$ cat src/rtl/freq_multi_scan_if.sv
// freq_multi_scan_if
//   Bundles every non-clock signal of freq_multi_scan.
//   slave  : the scanner side (consumes source_state/frequency/host controls,
//            produces addr, cache readout, results and alarms)
//   master : the counter/host side (the mirror image)
//   Widths follow the scanner parameters: channel index = {bank, chan}.
interface freq_multi_scan_if #(
    parameter int NF = 8,
    parameter int NG = 1,
    parameter int cw = 3,
    parameter int uw = 28
);
    localparam int NA_ = $clog2(NF);
    localparam int NB_ = $clog2(NG);
    localparam int CW  = NB_ + NA_;
    localparam int NCH = NF * NG;

    logic [NA_+cw-1:0] source_state;
    logic [CW-1:0]     addr;
    logic [uw-1:0]     frequency;
    logic              lim_we;
    logic              lim_sel;
    logic [CW-1:0]     lim_addr;
    logic [uw-1:0]     lim_data;
    logic [CW-1:0]     rd_addr;
    logic [uw+2:0]     rd_data;
    logic              res_valid;
    logic [CW-1:0]     res_chan;
    logic [uw-1:0]     res_freq;
    logic [NCH-1:0]    alarm;
    logic [NCH-1:0]    alarm_clr;
    logic              alarm_any;
    logic              overrun;

    modport slave (
        input  source_state, frequency, lim_we, lim_sel, lim_addr, lim_data,
               rd_addr, alarm_clr,
        output addr, rd_data, res_valid, res_chan, res_freq, alarm, alarm_any,
               overrun
    );

    modport master (
        output source_state, frequency, lim_we, lim_sel, lim_addr, lim_data,
               rd_addr, alarm_clr,
        input  addr, rd_data, res_valid, res_chan, res_freq, alarm, alarm_any,
               overrun
    );
endinterface

$ cat src/rtl/freq_multi_scan.sv
// freq_multi_scan
//   Result-side reader/checker for freq_multi_count (refclk domain).
//   Every change of source_state marks the channel in its low bits as freshly
//   committed; that channel is then read from every counter bank, checked
//   against per-channel lo/hi limits, cached for the host and flagged in
//   sticky alarms.
// Ports
//   refclk : sole clock
//   rst_n  : asynchronous active-low reset
//   bus    : freq_multi_scan_if.slave (counter addr/frequency, limit writes,
//            host cache read, result stream, alarms, overrun)
module freq_multi_scan #(
    parameter int NF = 8,
    parameter int NG = 1,
    parameter int cw = 3,
    parameter int uw = 28
) (
    input  logic             refclk,
    input  logic             rst_n,
    freq_multi_scan_if.slave bus
);
    localparam int NA_ = $clog2(NF);
    localparam int NB_ = $clog2(NG);
    localparam int CW  = NB_ + NA_;
    localparam int GW  = (NB_ > 0) ? NB_ : 1;  // bank counter needs >= 1 bit
    localparam int NCH = NF * NG;
    localparam int SW  = NA_ + cw;

    typedef enum logic [1:0] {IDLE, WAIT, CAP} state_t;

    state_t          state_q;
    logic [SW-1:0]   ss_q;        // delayed source_state
    logic            ss_vld_q;    // ss_q holds a real sample (not reset value)
    logic            armed_q;     // first event after reset is dropped
    logic [GW-1:0]   g_q;         // bank being scanned
    logic [NA_-1:0]  p_q;         // channel being scanned
    logic            pend_vld_q;
    logic [NA_-1:0]  pend_p_q;
    logic [CW-1:0]   addr_q;
    logic            res_valid_q;
    logic [CW-1:0]   res_chan_q;
    logic [uw-1:0]   res_freq_q;
    logic [NCH-1:0]  alarm_q;
    logic [NCH-1:0]  alarm_d;
    logic            alarm_any_q;
    logic            overrun_q;
    logic [uw+2:0]   rd_data_q;
    logic [uw-1:0]   lo_q    [NCH];
    logic [uw-1:0]   hi_q    [NCH];
    logic [uw+2:0]   cache_q [NCH];

    logic            ev;
    logic            ev_ok;
    logic [NA_-1:0]  ev_p;
    logic            too_lo;
    logic            too_hi;
    logic            last_bank;
    logic [NCH-1:0]  set_vec;

    // Channel index {bank, chan} as a number.
    function automatic logic [CW-1:0] chan_of(input logic [GW-1:0] g,
                                              input logic [NA_-1:0] p);
        return CW'(int'(g) * NF + int'(p));
    endfunction

    assign ev        = ss_vld_q && (bus.source_state != ss_q);
    assign ev_ok     = ev && armed_q;
    assign ev_p      = ss_q[NA_-1:0];
    // In CAP, addr_q is the channel whose data is on frequency.
    assign too_lo    = bus.frequency < lo_q[addr_q];
    assign too_hi    = bus.frequency > hi_q[addr_q];
    assign last_bank = !(int'(g_q) < NG - 1);

    always_comb begin
        set_vec = '0;
        if (state_q == CAP && (too_lo || too_hi))
            set_vec[addr_q] = 1'b1;
        // set applied after clear so a simultaneous set wins
        alarm_d = (alarm_q & ~bus.alarm_clr) | set_vec;
    end

    always_ff @(posedge refclk or negedge rst_n) begin
        if (!rst_n) begin
            state_q     <= IDLE;
            ss_q        <= '0;
            ss_vld_q    <= 1'b0;
            armed_q     <= 1'b0;
            g_q         <= '0;
            p_q         <= '0;
            pend_vld_q  <= 1'b0;
            pend_p_q    <= '0;
            addr_q      <= '0;
            res_valid_q <= 1'b0;
            res_chan_q  <= '0;
            res_freq_q  <= '0;
            alarm_q     <= '0;
            alarm_any_q <= 1'b0;
            overrun_q   <= 1'b0;
            rd_data_q   <= '0;
            for (int i = 0; i < NCH; i++) begin
                lo_q[i]    <= '0;
                hi_q[i]    <= '1;
                cache_q[i] <= '0;
            end
        end else begin
            ss_q        <= bus.source_state;
            ss_vld_q    <= 1'b1;
            res_valid_q <= 1'b0;
            alarm_q     <= alarm_d;
            alarm_any_q <= |alarm_d;
            rd_data_q   <= cache_q[bus.rd_addr];

            if (ev)
                armed_q <= 1'b1;

            if (bus.lim_we) begin
                if (bus.lim_sel) hi_q[bus.lim_addr] <= bus.lim_data;
                else             lo_q[bus.lim_addr] <= bus.lim_data;
            end

            // Events while busy go to the 1-deep pending slot; newest wins.
            // Overrun looks at the registered slot, so an event landing on
            // the CAP that pops the slot still counts as an overrun.
            if (state_q != IDLE && ev_ok) begin
                pend_p_q   <= ev_p;
                pend_vld_q <= 1'b1;
                if (pend_vld_q)
                    overrun_q <= 1'b1;
            end

            case (state_q)
                IDLE: begin
                    if (ev_ok) begin
                        p_q     <= ev_p;
                        g_q     <= '0;
                        addr_q  <= chan_of('0, ev_p);
                        state_q <= WAIT;
                    end
                end
                WAIT: state_q <= CAP;
                CAP: begin
                    res_valid_q      <= 1'b1;
                    res_chan_q       <= addr_q;
                    res_freq_q       <= bus.frequency;
                    cache_q[addr_q]  <= {1'b1, too_hi, too_lo, bus.frequency};
                    if (!last_bank) begin
                        g_q     <= g_q + GW'(1);
                        addr_q  <= chan_of(g_q + GW'(1), p_q);
                        state_q <= WAIT;
                    end else if (pend_vld_q) begin
                        p_q     <= pend_p_q;
                        g_q     <= '0;
                        addr_q  <= chan_of('0, pend_p_q);
                        state_q <= WAIT;
                        if (!ev_ok)
                            pend_vld_q <= 1'b0;
                    end else if (ev_ok) begin
                        // slot was empty: start the new event directly
                        p_q        <= ev_p;
                        g_q        <= '0;
                        addr_q     <= chan_of('0, ev_p);
                        state_q    <= WAIT;
                        pend_vld_q <= 1'b0;
                    end else begin
                        state_q <= IDLE;
                    end
                end
                default: state_q <= IDLE;
            endcase
        end
    end

    assign bus.addr      = addr_q;
    assign bus.rd_data   = rd_data_q;
    assign bus.res_valid = res_valid_q;
    assign bus.res_chan  = res_chan_q;
    assign bus.res_freq  = res_freq_q;
    assign bus.alarm     = alarm_q;
    assign bus.alarm_any = alarm_any_q;
    assign bus.overrun   = overrun_q;
endmodule

$ cat src/flat_wrapper.sv
// flat-port wrapper written by rule: the top's interface ports become plain ports
module freq_multi_scan_flat 
#(
    parameter int NF = 8,
    parameter int NG = 1,
    parameter int cw = 3,
    parameter int uw = 28
)
  (refclk, rst_n, bus_source_state, bus_frequency, bus_lim_we, bus_lim_sel, bus_lim_addr, bus_lim_data, bus_rd_addr, bus_alarm_clr, bus_addr, bus_rd_data, bus_res_valid, bus_res_chan, bus_res_freq, bus_alarm, bus_alarm_any, bus_overrun);
  freq_multi_scan_if #(.NF(NF), .NG(NG), .cw(cw), .uw(uw)) bus_i ();
  input  logic refclk;
  input  logic rst_n;
  input wire logic [$bits(bus_i.source_state)-1:0] bus_source_state;
  input wire logic [$bits(bus_i.frequency)-1:0] bus_frequency;
  input wire logic [$bits(bus_i.lim_we)-1:0] bus_lim_we;
  input wire logic [$bits(bus_i.lim_sel)-1:0] bus_lim_sel;
  input wire logic [$bits(bus_i.lim_addr)-1:0] bus_lim_addr;
  input wire logic [$bits(bus_i.lim_data)-1:0] bus_lim_data;
  input wire logic [$bits(bus_i.rd_addr)-1:0] bus_rd_addr;
  input wire logic [$bits(bus_i.alarm_clr)-1:0] bus_alarm_clr;
  output wire logic [$bits(bus_i.addr)-1:0] bus_addr;
  output wire logic [$bits(bus_i.rd_data)-1:0] bus_rd_data;
  output wire logic [$bits(bus_i.res_valid)-1:0] bus_res_valid;
  output wire logic [$bits(bus_i.res_chan)-1:0] bus_res_chan;
  output wire logic [$bits(bus_i.res_freq)-1:0] bus_res_freq;
  output wire logic [$bits(bus_i.alarm)-1:0] bus_alarm;
  output wire logic [$bits(bus_i.alarm_any)-1:0] bus_alarm_any;
  output wire logic [$bits(bus_i.overrun)-1:0] bus_overrun;
  assign bus_i.source_state = bus_source_state;
  assign bus_i.frequency = bus_frequency;
  assign bus_i.lim_we = bus_lim_we;
  assign bus_i.lim_sel = bus_lim_sel;
  assign bus_i.lim_addr = bus_lim_addr;
  assign bus_i.lim_data = bus_lim_data;
  assign bus_i.rd_addr = bus_rd_addr;
  assign bus_i.alarm_clr = bus_alarm_clr;
  assign bus_addr = bus_i.addr;
  assign bus_rd_data = bus_i.rd_data;
  assign bus_res_valid = bus_i.res_valid;
  assign bus_res_chan = bus_i.res_chan;
  assign bus_res_freq = bus_i.res_freq;
  assign bus_alarm = bus_i.alarm;
  assign bus_alarm_any = bus_i.alarm_any;
  assign bus_overrun = bus_i.overrun;
  freq_multi_scan #(.NF(NF), .NG(NG), .cw(cw), .uw(uw)) u_core (.refclk(refclk), .rst_n(rst_n), .bus(bus_i));
endmodule
$ cat config.mk
export PLATFORM = sky130hd
export DESIGN_NAME = freq_multi_scan_flat
export DESIGN_NICKNAME = d
export VERILOG_FILES = /design/src/rtl/freq_multi_scan_if.sv /design/src/rtl/freq_multi_scan.sv /design/src/flat_wrapper.sv
export SDC_FILE = /design/constraint.sdc
export NUM_CORES = 1
export LEC_CHECK = 0
export BUFFER_PORTS_ARGS = -buffer_cell sky130_fd_sc_hd__buf_4
export CAP_MARGIN = 40
export CORE_MARGIN = 5
export CORE_UTILIZATION = 59
export CTS_CLUSTER_DIAMETER = 200
export DETAILED_ROUTE_END_ITERATION = 8
export GPL_ROUTABILITY_DRIVEN = 0
export PLACE_DENSITY = 0.77
export SLEW_MARGIN = 20
export SYNTH_ARGS = -nofsm -noshare
export SYNTH_HDL_FRONTEND = slang
export SYNTH_SLANG_ARGS = --single-unit
$ cat constraint.sdc
create_clock -name refclk -period 4.4 [get_ports refclk]
set_input_delay 0 -clock refclk [delete_from_list [all_inputs] [get_ports refclk]]
set_output_delay 0 -clock refclk [all_outputs]
set_load 0.02 [all_outputs]
; Yosys cells after proc, flatten, opt, wreduce, memory -nomap -nowiden
; Index checks and enable logic that the tools add are counted.
[totals]
reg_bits = 786
latchBits = 0
mem_bits_rw = 0
mem_bits_ro = 0
in_bits = 80
out_inout_bits = 76
word_cells = 105
n_memories = 0
[classes]
add_sub_neg = 0
multipliers = 0
div = 0
n_lt_le_gt_ge = 9
n_eq_ne = 4
n_shift = 0
n_mux = 32
bitwise_logic = 7
n_reduce_logical = 15
[op_table]
columns = op, count
row1 = $bwmux 224, 2
row2 = $bwmux 248, 1
row3 = $bmux 28 s3, 2
row4 = $mux 28, 5
row5 = $bmux 31 s3, 1
row6 = $demux 31 s3, 1
row7 = $mux 31, 3
row8 = $demux 28 s3, 1
row9 = $gt 28x28->1, 1
row10 = $lt 28x28->1, 1
row11 = $ge 4x4->1 const B, 3
row12 = $not 3->4, 3
row13 = $and 8x8->8, 1
row14 = $lt 4x1->1 const B, 2
row15 = $mux 1, 8
row16 = $mux 8, 1
row17 = $not 8->8, 1
row18 = $or 8x8->8, 1
row19 = $reduce_or 8->1, 1
row20 = $logic_and 1x1->1, 7
row21 = $mux 3, 2
row22 = $ne 6x6->1, 1
row23 = $pmux 2 s3, 1
row24 = $pmux 3 s2, 1
row25 = other kinds (12), 16

; Depth between registers and ports, before layout
; Gate-level depths: netlist of the first run.
[logic_depth]
ltp_word = 10
ltp_mapped = 15
depth_no_buf = 11

; Worst setup path before layout of the first run
; Ideal clock, no wire load.
[synth_timing]
kind = reg-to-reg
from = reg u_core.addr_q[1] (netlist: u_core.bus.addr[1])
to = reg u_core.alarm_q[0] (netlist: u_core.bus.alarm[0])
setup_ns = 0.125
t_arrival_ns = 3.223
t_required_ns = 4.275
slack_ns = 1.052
path_stages_with_launch = 15
n_path_buf = 3
synth_period_minus_slack_ns = 3.348
cell_sequence = dfrtp_1 > buf_2 > nor2b_1 > and2_1 > buf_2 > buf_1 > a22oi_1 > and4_1 > ha_1 > nand4_1 > or4_1 > nor2_1 > a31oi_2 > nor3_1 > a21oi_2
[synth_via]
elab_chain_len = 9
word_cells_on_any_way = 18
classes_between = 4 x order compare / 9 x mux / 2 x bitwise / 3 x reduce/logical
[synth_rtl]
columns = element, line
row1 = start: declaration, freq_multi_scan.sv:39  ; logic [CW-1:0] addr_q;
row2 = start signal: assignment, freq_multi_scan.sv:136  ; addr_q <= chan_of('0, ev_p);
row3 = start signal: assignment, freq_multi_scan.sv:148  ; addr_q <= chan_of(g_q + GW'(1), p_q);
row4 = start signal: assignment, freq_multi_scan.sv:153  ; addr_q <= chan_of('0, pend_p_q);
row5 = $not 3->4 (not written as such), "freq_multi_scan.sv:70, freq_multi_scan.sv:71"
row6 = "$bmux 28 s3, on equally long branches", "freq_multi_scan.sv:70, freq_multi_scan.sv:71"
row7 = "$mux 28, on equally long branches (2 in series)", "freq_multi_scan.sv:70, freq_multi_scan.sv:71"
row8 = $lt 28x28->1 or $gt 28x28->1 (tied branches), "freq_multi_scan.sv:70, freq_multi_scan.sv:71"
row9 = $logic_or 1x1->1, freq_multi_scan.sv:76  ; if (state_q == CAP && (too_lo || too_hi))
row10 = $logic_and 1x1->1, freq_multi_scan.sv:76
row11 = $mux 8 (*), freq_multi_scan.sv:76
row12 = $or 8x8->8 (*), freq_multi_scan.sv:79  ; alarm_d = (alarm_q & ~bus.alarm_clr) | set_vec;
row13 = net u_core.alarm_d[0], freq_multi_scan.sv:44  ; logic [NCH-1:0] alarm_d;
row14 = end signal: assignment, freq_multi_scan.sv:109  ; alarm_q <= alarm_d;
row15 = end: declaration, freq_multi_scan.sv:43  ; logic [NCH-1:0] alarm_q;
; The timed path passes the listed nets; every way through them passes the cells marked *. The select of a mux whose other input is x is not followed.
; A chain may end at the register's enable or synchronous reset.

; Final worst setup path of the first run
[layout_timing]
from = reg u_core.addr_q[0] (netlist: u_core.bus.addr[0])
to = reg u_core.cache_q[122] in the netlist's numbering
[layout_via]
elab_chain_len = 6
word_cells_on_any_way = 11
classes_between = 3 x order compare / 6 x mux / 1 x bitwise / 1 x reduce/logical
[layout_rtl]
columns = element, line
row1 = $not 3->4 (not written as such) (*), "freq_multi_scan.sv:71, freq_multi_scan.sv:145"
row2 = $bmux 28 s3 (tied with other cells), freq_multi_scan.sv:71  ; assign too_hi = bus.frequency > hi_q[addr_q];
row3 = $mux 28 (not written as such) or $logic_and 1x1->1 (tied branches), "freq_multi_scan.sv:71, freq_multi_scan.sv:145"
row4 = $mux 28 (not written as such) or $mux 31 (tied branches), "freq_multi_scan.sv:71, freq_multi_scan.sv:145"
row5 = $gt 28x28->1 or $demux 31 s3 (tied branches), "freq_multi_scan.sv:71, freq_multi_scan.sv:145"
row6 = $bwmux 248 (*), freq_multi_scan.sv:145  ; cache_q[addr_q] <= {1'b1, too_hi, too_lo, bus.frequency};
row7 = end signal: indexed assignment, freq_multi_scan.sv:145
row8 = end: declaration, freq_multi_scan.sv:50  ; logic [uw+2:0] cache_q [NCH];
; Mark *: on every way between the ends. The rest lies on a longest branch, timed or not. The select of a mux whose other input is x is not followed.

==> impl_results.md, run 1 <==
- Pwr dens: 655 mW/mm^2
- Register Area: 0.0199 sq mm
- Vias: 24,500
- WP data arrival: 4.67 ns
- Routed WL: 96.9 mm
- Grt ovf: 0
- Highest Clock Rate: 243 MHz
- Initial antenna violation count: 3
- CP required: 4.94 ns
- HPWL after detailed placement: 56.9 mm
- Main flop type after synthesis: dfrtp_1
- Post-synthesis sequential area ratio: 0.572
- Row count: 89
- Outcome: completed
- DR WL/cell: 24.9 um
- CTS tree: built
- Die area: 0.0641 sq mm
- Post-CTS Setup Bufs: 0
- Starting Density: 0.594
- Setup TNS: 0 ns
- Clock Pin Slew Worst Setup and Hold Paths: 0.06 ns
- Largest net degree at the start of global routing: 127
- Hold crit path type: in -> reg
- Core area: 0.0588 sq mm
- Vias in the first global route: 26,100
- Die width: 253 um
- DRC errors left: 0
- Leak: 17.7 nW
- Critical Path Fanout Max: 16
- Layout cell share with drive strength beyond 1: 0.371
- Layout area overhead: 15.7%
- Port bufs: 155
- H-tree depth: 3
- Post-route antenna net violation count: 0
- Root Buffer: clkbuf_16
- Largest family of logic cells by synthesized area: multiplexers
- Hold slack final: 0.0241 ns
- First-pass GRT wire length: 152 mm
- Post-Place Cell Area: 0.0369 sq mm
- Count of final hold-check violations: 0
- Starting DRT DRC Count: 2,088
- Fillers: 4,027
- Min cycle time layout: 4.12 ns
- Setup repair after global routing missed its margin: no
- Synth Area in XOR/XNOR: 0.00151
- Final period util: 0.937
- Proportion of synthesized area in mux cells: 0.196
- CTS Buf Count: 81
- Global Route Usage Sum: 0.304
- Clk_skew: 0.0251 ns
- # clock sinks: 786
- IO Pins: 156
- WS Path Type: reg -> reg
- Compound-Gate Fraction of Synth Area: 0.0663
- Max-slew violations: 0
- EDFF count, synth: 0
- Yosys cell types: 57
- Simple-gate share of the synthesized area: 0.116
- Worst VDD drop: 0.509 mV
- Clk_lat worst skew: 0.65 ns
- Final net count: 3,190
- Cell area after synthesis: 0.0349 sq mm
- Mapped Nets: 3,032
- Async SR Flop Fraction: 1.00
- Final Instance Area: 0.0404 sq mm
- CP Capture Type: flop
- Die Span Y: 253 um
- Slew HR: 0.352
- Worst setup SP type: flop
- Synth warn: 0
- Tightest Pin Transition: 0.972 ns
- Post-Synthesis Cells: 2,897
- Synth Area in Adders: 0.0197
- Max_cap viols: 0
- Syn_area_per_cell: 12.0 sq um
- Vias per Instance: 6.29
- Footprint of the multi-input gates: 0.0141 sq mm
- Max clock buf depth: 3
- DRT Pass-1 Iters: 6
- Flop and latch count out of synthesis: 786
- Final Setup Violations: 0
==> flip-flops by register name, indices dropped and copies added (netlist names), 6 cells and up <==
register / count
u_core.cache_q: 248
u_core.bus.rd_data: 31
u_core.ss_q: 6
u_core.lo_q: 224
u_core.bus.alarm: 8
u_core.hi_q: 224
u_core.bus.res_freq: 28
==> logic make-up after synthesis <==
| logic type | Yosys count |
|---|---|
| AND/OR/NAND/NOR | 960 |
| adder cells (fa/ha/maj) | 55 |
| XOR/XNOR | 6 |
| flip-flops | 786 |
| AO/OA/AOI/OAI | 317 |
| buffers and inverters | 225 |
| multiplexers | 547 |
| other | 1 |
==> power breakdown <==
group	switching, mW	total [mW]	internal, mW
sequential	1.39	11.4	9.99
clock	2.91	6.86	3.95
combinational	4.49	8.20	3.71
total	8.80	26.4	17.6
==> synthesized netlist by cell type, types with 12 or more instances <==
master | instances | area (sq um)
a21oi_1 | 19 | 95.1
buf_1 | 17 | 63.8
nor2b_1 | 17 | 106
o21ai_0 | 37 | 185
a22o_1 | 17 | 149
nand2b_1 | 12 | 75.1
buf_2 | 86 | 430
mux4_2 | 62 | 1400
a221oi_1 | 18 | 158
dfstp_2 | 224 | 5890
dfrtp_1 | 562 | 14100
nand2_1 | 796 | 2990
nor3_1 | 13 | 65.1
a22oi_1 | 192 | 1440
ha_1 | 55 | 688
clkbuf_1 | 112 | 420
mux2_2 | 483 | 5440
nor2_1 | 19 | 71.3
and4_1 | 40 | 350
and3_1 | 20 | 125
==> final timing paths <==
| path | depth (start not counted) | from | endpoint | slack (ns) |
|---|---|---|---|---|
| min in group asynchronous | 2 | rst_n | u_core.bus.rd_data[24] | 0.04 |
| worst min-delay path | 2 | bus_source_state[3] | u_core.ss_q[3] | 0.02 |
| worst max-delay path | 11 | u_core.bus.addr[0] | u_core.cache_q[122] | 0.28 |
| worst max register to register | 11 | u_core.bus.addr[0] | u_core.cache_q[122] | 0.28 |
| max in group asynchronous | 3 | rst_n | u_core.cache_q[109] | 3.09 |
| worst min register to register | 1 | u_core.cache_q[123] | u_core.cache_q[123] | 0.46 |
==> cell type report <==
class,instances,share of cell area
Inverter,5,0.000465
Multi-Input combinational cell,1886,0.349
Antenna cell,3,0.000186
Timing Repair Buffer,295,0.0661
Clock inverter,26,0.00734
Sequential cell,786,0.494
Clock buffer,124,0.0589
Tap cell,773,0.0239
==> per-layer routing <==
layer  share of wire  vias to the layer above  wire length, um  global-route usage
met5               0                        -                0                   0
met4           0.040                        0             3910               0.119
met3           0.068                      272             6610              0.0548
met2            0.50                     1049            48400               0.515
met1            0.39                    12700            37900               0.395
li1                -                    10400                -                   -
==> per-stage QoR <==
step	utilization	cells	setup WS (ns)	total power, mW
4_1_cts	0.687	3895	0.141	26.4
5_1_grt	0.687	3897	0.117	27.8
3_3_place_gp	0.627	3667	0.0939	18.9
6_report	0.687	3898	0.277	26.4
3_5_place_dp	0.628	3671	0.0237	19.4
2_1_floorplan	-	2897	1.05	16.4
==> critical path: stages, from the launching register on <==
cell and delay (ns):
dfrtp_1 0.59, buf_4 0.27, nor2_4 0.43, buf_4 0.37
a221oi_1 0.12, and3_1 0.20, ha_1 0.30, nand4_1 0.17
nor4_1 0.58, o311a_1 0.61, nor2_4 0.10, o21ai_0 0.24
==> timing repair <==
action,4_1_cts,5_1_grt
gates resized for setup,1,2
endpoints found under the hold margin,862,0
endpoints found under the setup margin,1,16
hold buffers,74,0
==> placed cells by master (no fill, tap or decap), drive strengths merged, types with 4 or more instances in the layout <==
cell type	n
a2111oi	4
a21o	5
a21oi	28
a221oi	18
a22o	17
a22oi	192
and2	7
and3	20
and4	40
buf	221
clkbuf	124
clkinv	20
dfrtp	562
dfstp	224
dlygate4sd3	74
ha	55
inv	7
mux2	483
mux4	62
nand2	796
nand2b	12
nand3	6
nand4	9
nor2	29
nor2b	17
nor3	13
o21ai	38
xnor2	6
(Power assumes the default switching activity.)
==> run 2, diff against run 1 <==
CTS_BUF_LIST = sky130_fd_sc_hd__clkbuf_4   (was unset)
HOLD_SLACK_MARGIN = 0.12   (was unset)
==> impl_results.md, run 2 (synthesized netlist as in run 1, its figures left out) <==
- Outcome: completed
- Critical Path Sink: u_core.cache_q[90]
- Critical Path Fanout Max: 25
- Hold crit path type: in -> reg
- Post-CTS Setup Bufs: 0
- Slew HR: 0.424
- Max-slew violations: 0
- Die area: 0.0641 sq mm
- First-pass GRT wire length: 157 mm
- HPWL after detailed placement: 56.9 mm
- Clk network pwr share: 0.239
- Int Power: 16.9 mW
- Final Setup Violations: 0
- Post-route antenna net violation count: 0
- Final net count: 3,403
- CP Buf/Inv Count: 2
- Flop-to-flop setup slack: 0.17 ns
- Starting Density: 0.594
- Largest stage delay on the critical path: 0.59 ns
- Psw: 8.90 mW
- Count of final hold-check violations: 0
- Core area: 0.0588 sq mm
- H-tree depth: 4
- Routed WL: 100 mm
- Die Span Y: 253 um
- Sequential share of power: 0.440
- Setup TNS: 0 ns
- Regs by FF count: u_core.cache_q: 248 flops, u_core.hi_q: 224 flops, u_core.lo_q: 224 flops
- CTS tree: built
- CTS Buf Count: 197
- Sw Share: 0.344
- Clk_skew: 0.0860 ns
- Max reg flops: 248
- Initial antenna violation count: 5
- R2r startpoint: u_core.bus.addr[0]
- Reg with most FFs: u_core.cache_q
- FF-to-FF End: u_core.cache_q[90]
- Worst setup SP type: flop
- Layout area overhead: 18.2%
- Clock Pin Slew Worst Setup and Hold Paths: 0.07 ns
- Pwr dens: 627 mW/mm^2
- DRT Pass-1 Iters: 6
- Row count: 89
- Vias: 25,700
- CP startpoint: u_core.bus.addr[0]
- Highest Clock Rate: 236 MHz
- IO Pins: 156
- Setup repair after global routing missed its margin: no
- Root Buffer: clkbuf_4
- Worst VDD drop: 0.379 mV
- Layout cell share with drive strength beyond 1: 0.396
- Min cycle time layout: 4.23 ns
- CP required: 5.27 ns
- CP Capture Type: flop
- Fillers: 4,006
- Place WS: 0.0237 ns
- Vias per Instance: 6.12
- Most frequent cells in the layout: nand2_1 (796), dfrtp_1 (562), mux2_2 (483), clkbuf_4 (294), dfstp_2 (224)
- Max_cap viols: 0
- Final Instance Area: 0.0412 sq mm
- Final period util: 0.961
- Most numerous cell on the critical path: o21ai_0
- # clock sinks: 786
- Starting DRT DRC Count: 2,229
- Global Route Usage Sum: 0.317
- Die width: 253 um
- Critical-path cell list: buf_4, nor2_4, buf_12, a22oi_1, and4_1, ha_1, nand2_1, o21ai_0, a221oi_2, a2111oi_2, a21o_2, o21ai_0
- CP top delay family: compound AO/OA/AOI/OAI gates
- DRC errors left: 0
- Comb pwr share: 0.322
- Cells on worst reg2reg path: 12
- Commonest non-fill, non-tap cell in the layout: nand2_1
- Max clock buf depth: 3
- Final WS setup: 0.170 ns
- Vias in the first global route: 27,700
- Post-Place Cell Area: 0.0369 sq mm
- WP depth: 12
- Leak: 18.3 nW
- CP max-delay cell: dfrtp_1
- WP data arrival: 5.10 ns
- Grt ovf: 0
- Tightest Pin Transition: 0.864 ns
- DR WL/cell: 23.8 um
- WS Path Type: reg -> reg
- Largest net degree at the start of global routing: 127
- Clk_lat worst skew: 1.05 ns
- Port bufs: 155
## run 2: worst min path at each step
| stage | startpoint | endpoint | slack, ns | cells after the start |
|---|---|---|---|---|
| 2_1_floorplan | rst_n | u_core.armed_q | -0.30 | 0 |
| 5_1_grt | bus_lim_addr[1] | u_core.lo_q[160] | 0.26 | 5 |
| 6_report | bus_lim_addr[1] | u_core.lo_q[144] | 0.32 | 5 |
| 4_1_cts | bus_lim_addr[1] | u_core.lo_q[167] | 0.21 | 5 |
| 3_3_place_gp | bus_source_state[5] | u_core.ss_q[5] | 0.13 | 1 |
| 3_5_place_dp | bus_source_state[3] | u_core.ss_q[3] | 0.13 | 1 |
## run 2: layout make-up
cell class	count	area, sq um	share of cell area
flip-flops and latches	786	19900	0.484
repair buffers	392	3670	0.0889
clock buffers	294	2210	0.0535
diodes	5	12.5	0.000303
inverters	5	18.8	0.000455
multi-input cells	1886	14100	0.342
clock inverters	57	320	0.00777
well taps	773	967	0.0235
## run 2: power groups by stage
stage	logic [mW]	clock network, mW	registers (mW)
floorplan	5.13	0	11.3
global placement	7.69	0	11.2
detailed placement	8.03	0	11.4
CTS	8.25	6.27	11.3
global route	9.09	6.67	11.6
finish	8.32	6.17	11.4
## run 2: timing repair
action	in CTS	in global routing
hold endpoints to repair	1416	0
pin swaps	0	0
hold buffers	171	0
setup endpoints to repair	17	16
resized for setup	1	2
## run 2: per-layer routing
layer,vias to the layer above,GRT usage,share of wire
li1,11000,-,-
met1,13200,0.395,0.39
met2,1192,0.523,0.50
met3,301,0.0709,0.075
met4,0,0.163,0.044
met5,-,0,0
## run 2: stage by stage
step           std cells  total power [mW]  hold slack (ns)   util
2_1_floorplan       2897              16.4           -0.296      -
3_3_place_gp        3667              18.9            0.126  0.627
3_5_place_dp        3671              19.4            0.130  0.628
4_1_cts             4193              25.8            0.209  0.701
5_1_grt             4196              27.4            0.261  0.701
6_report            4198              25.9            0.321  0.701
## run 2: worst register-to-register path, cell delays in order, from the launching register on
cell	delay, ns
dfrtp_1	0.59
buf_4	0.28
nor2_4	0.44
buf_12	0.26
a22oi_1	0.14
and4_1	0.21
ha_1	0.29
nand2_1	0.07
o21ai_0	0.42
a221oi_2	0.21
a2111oi_2	0.47
a21o_2	0.48
o21ai_0	0.19
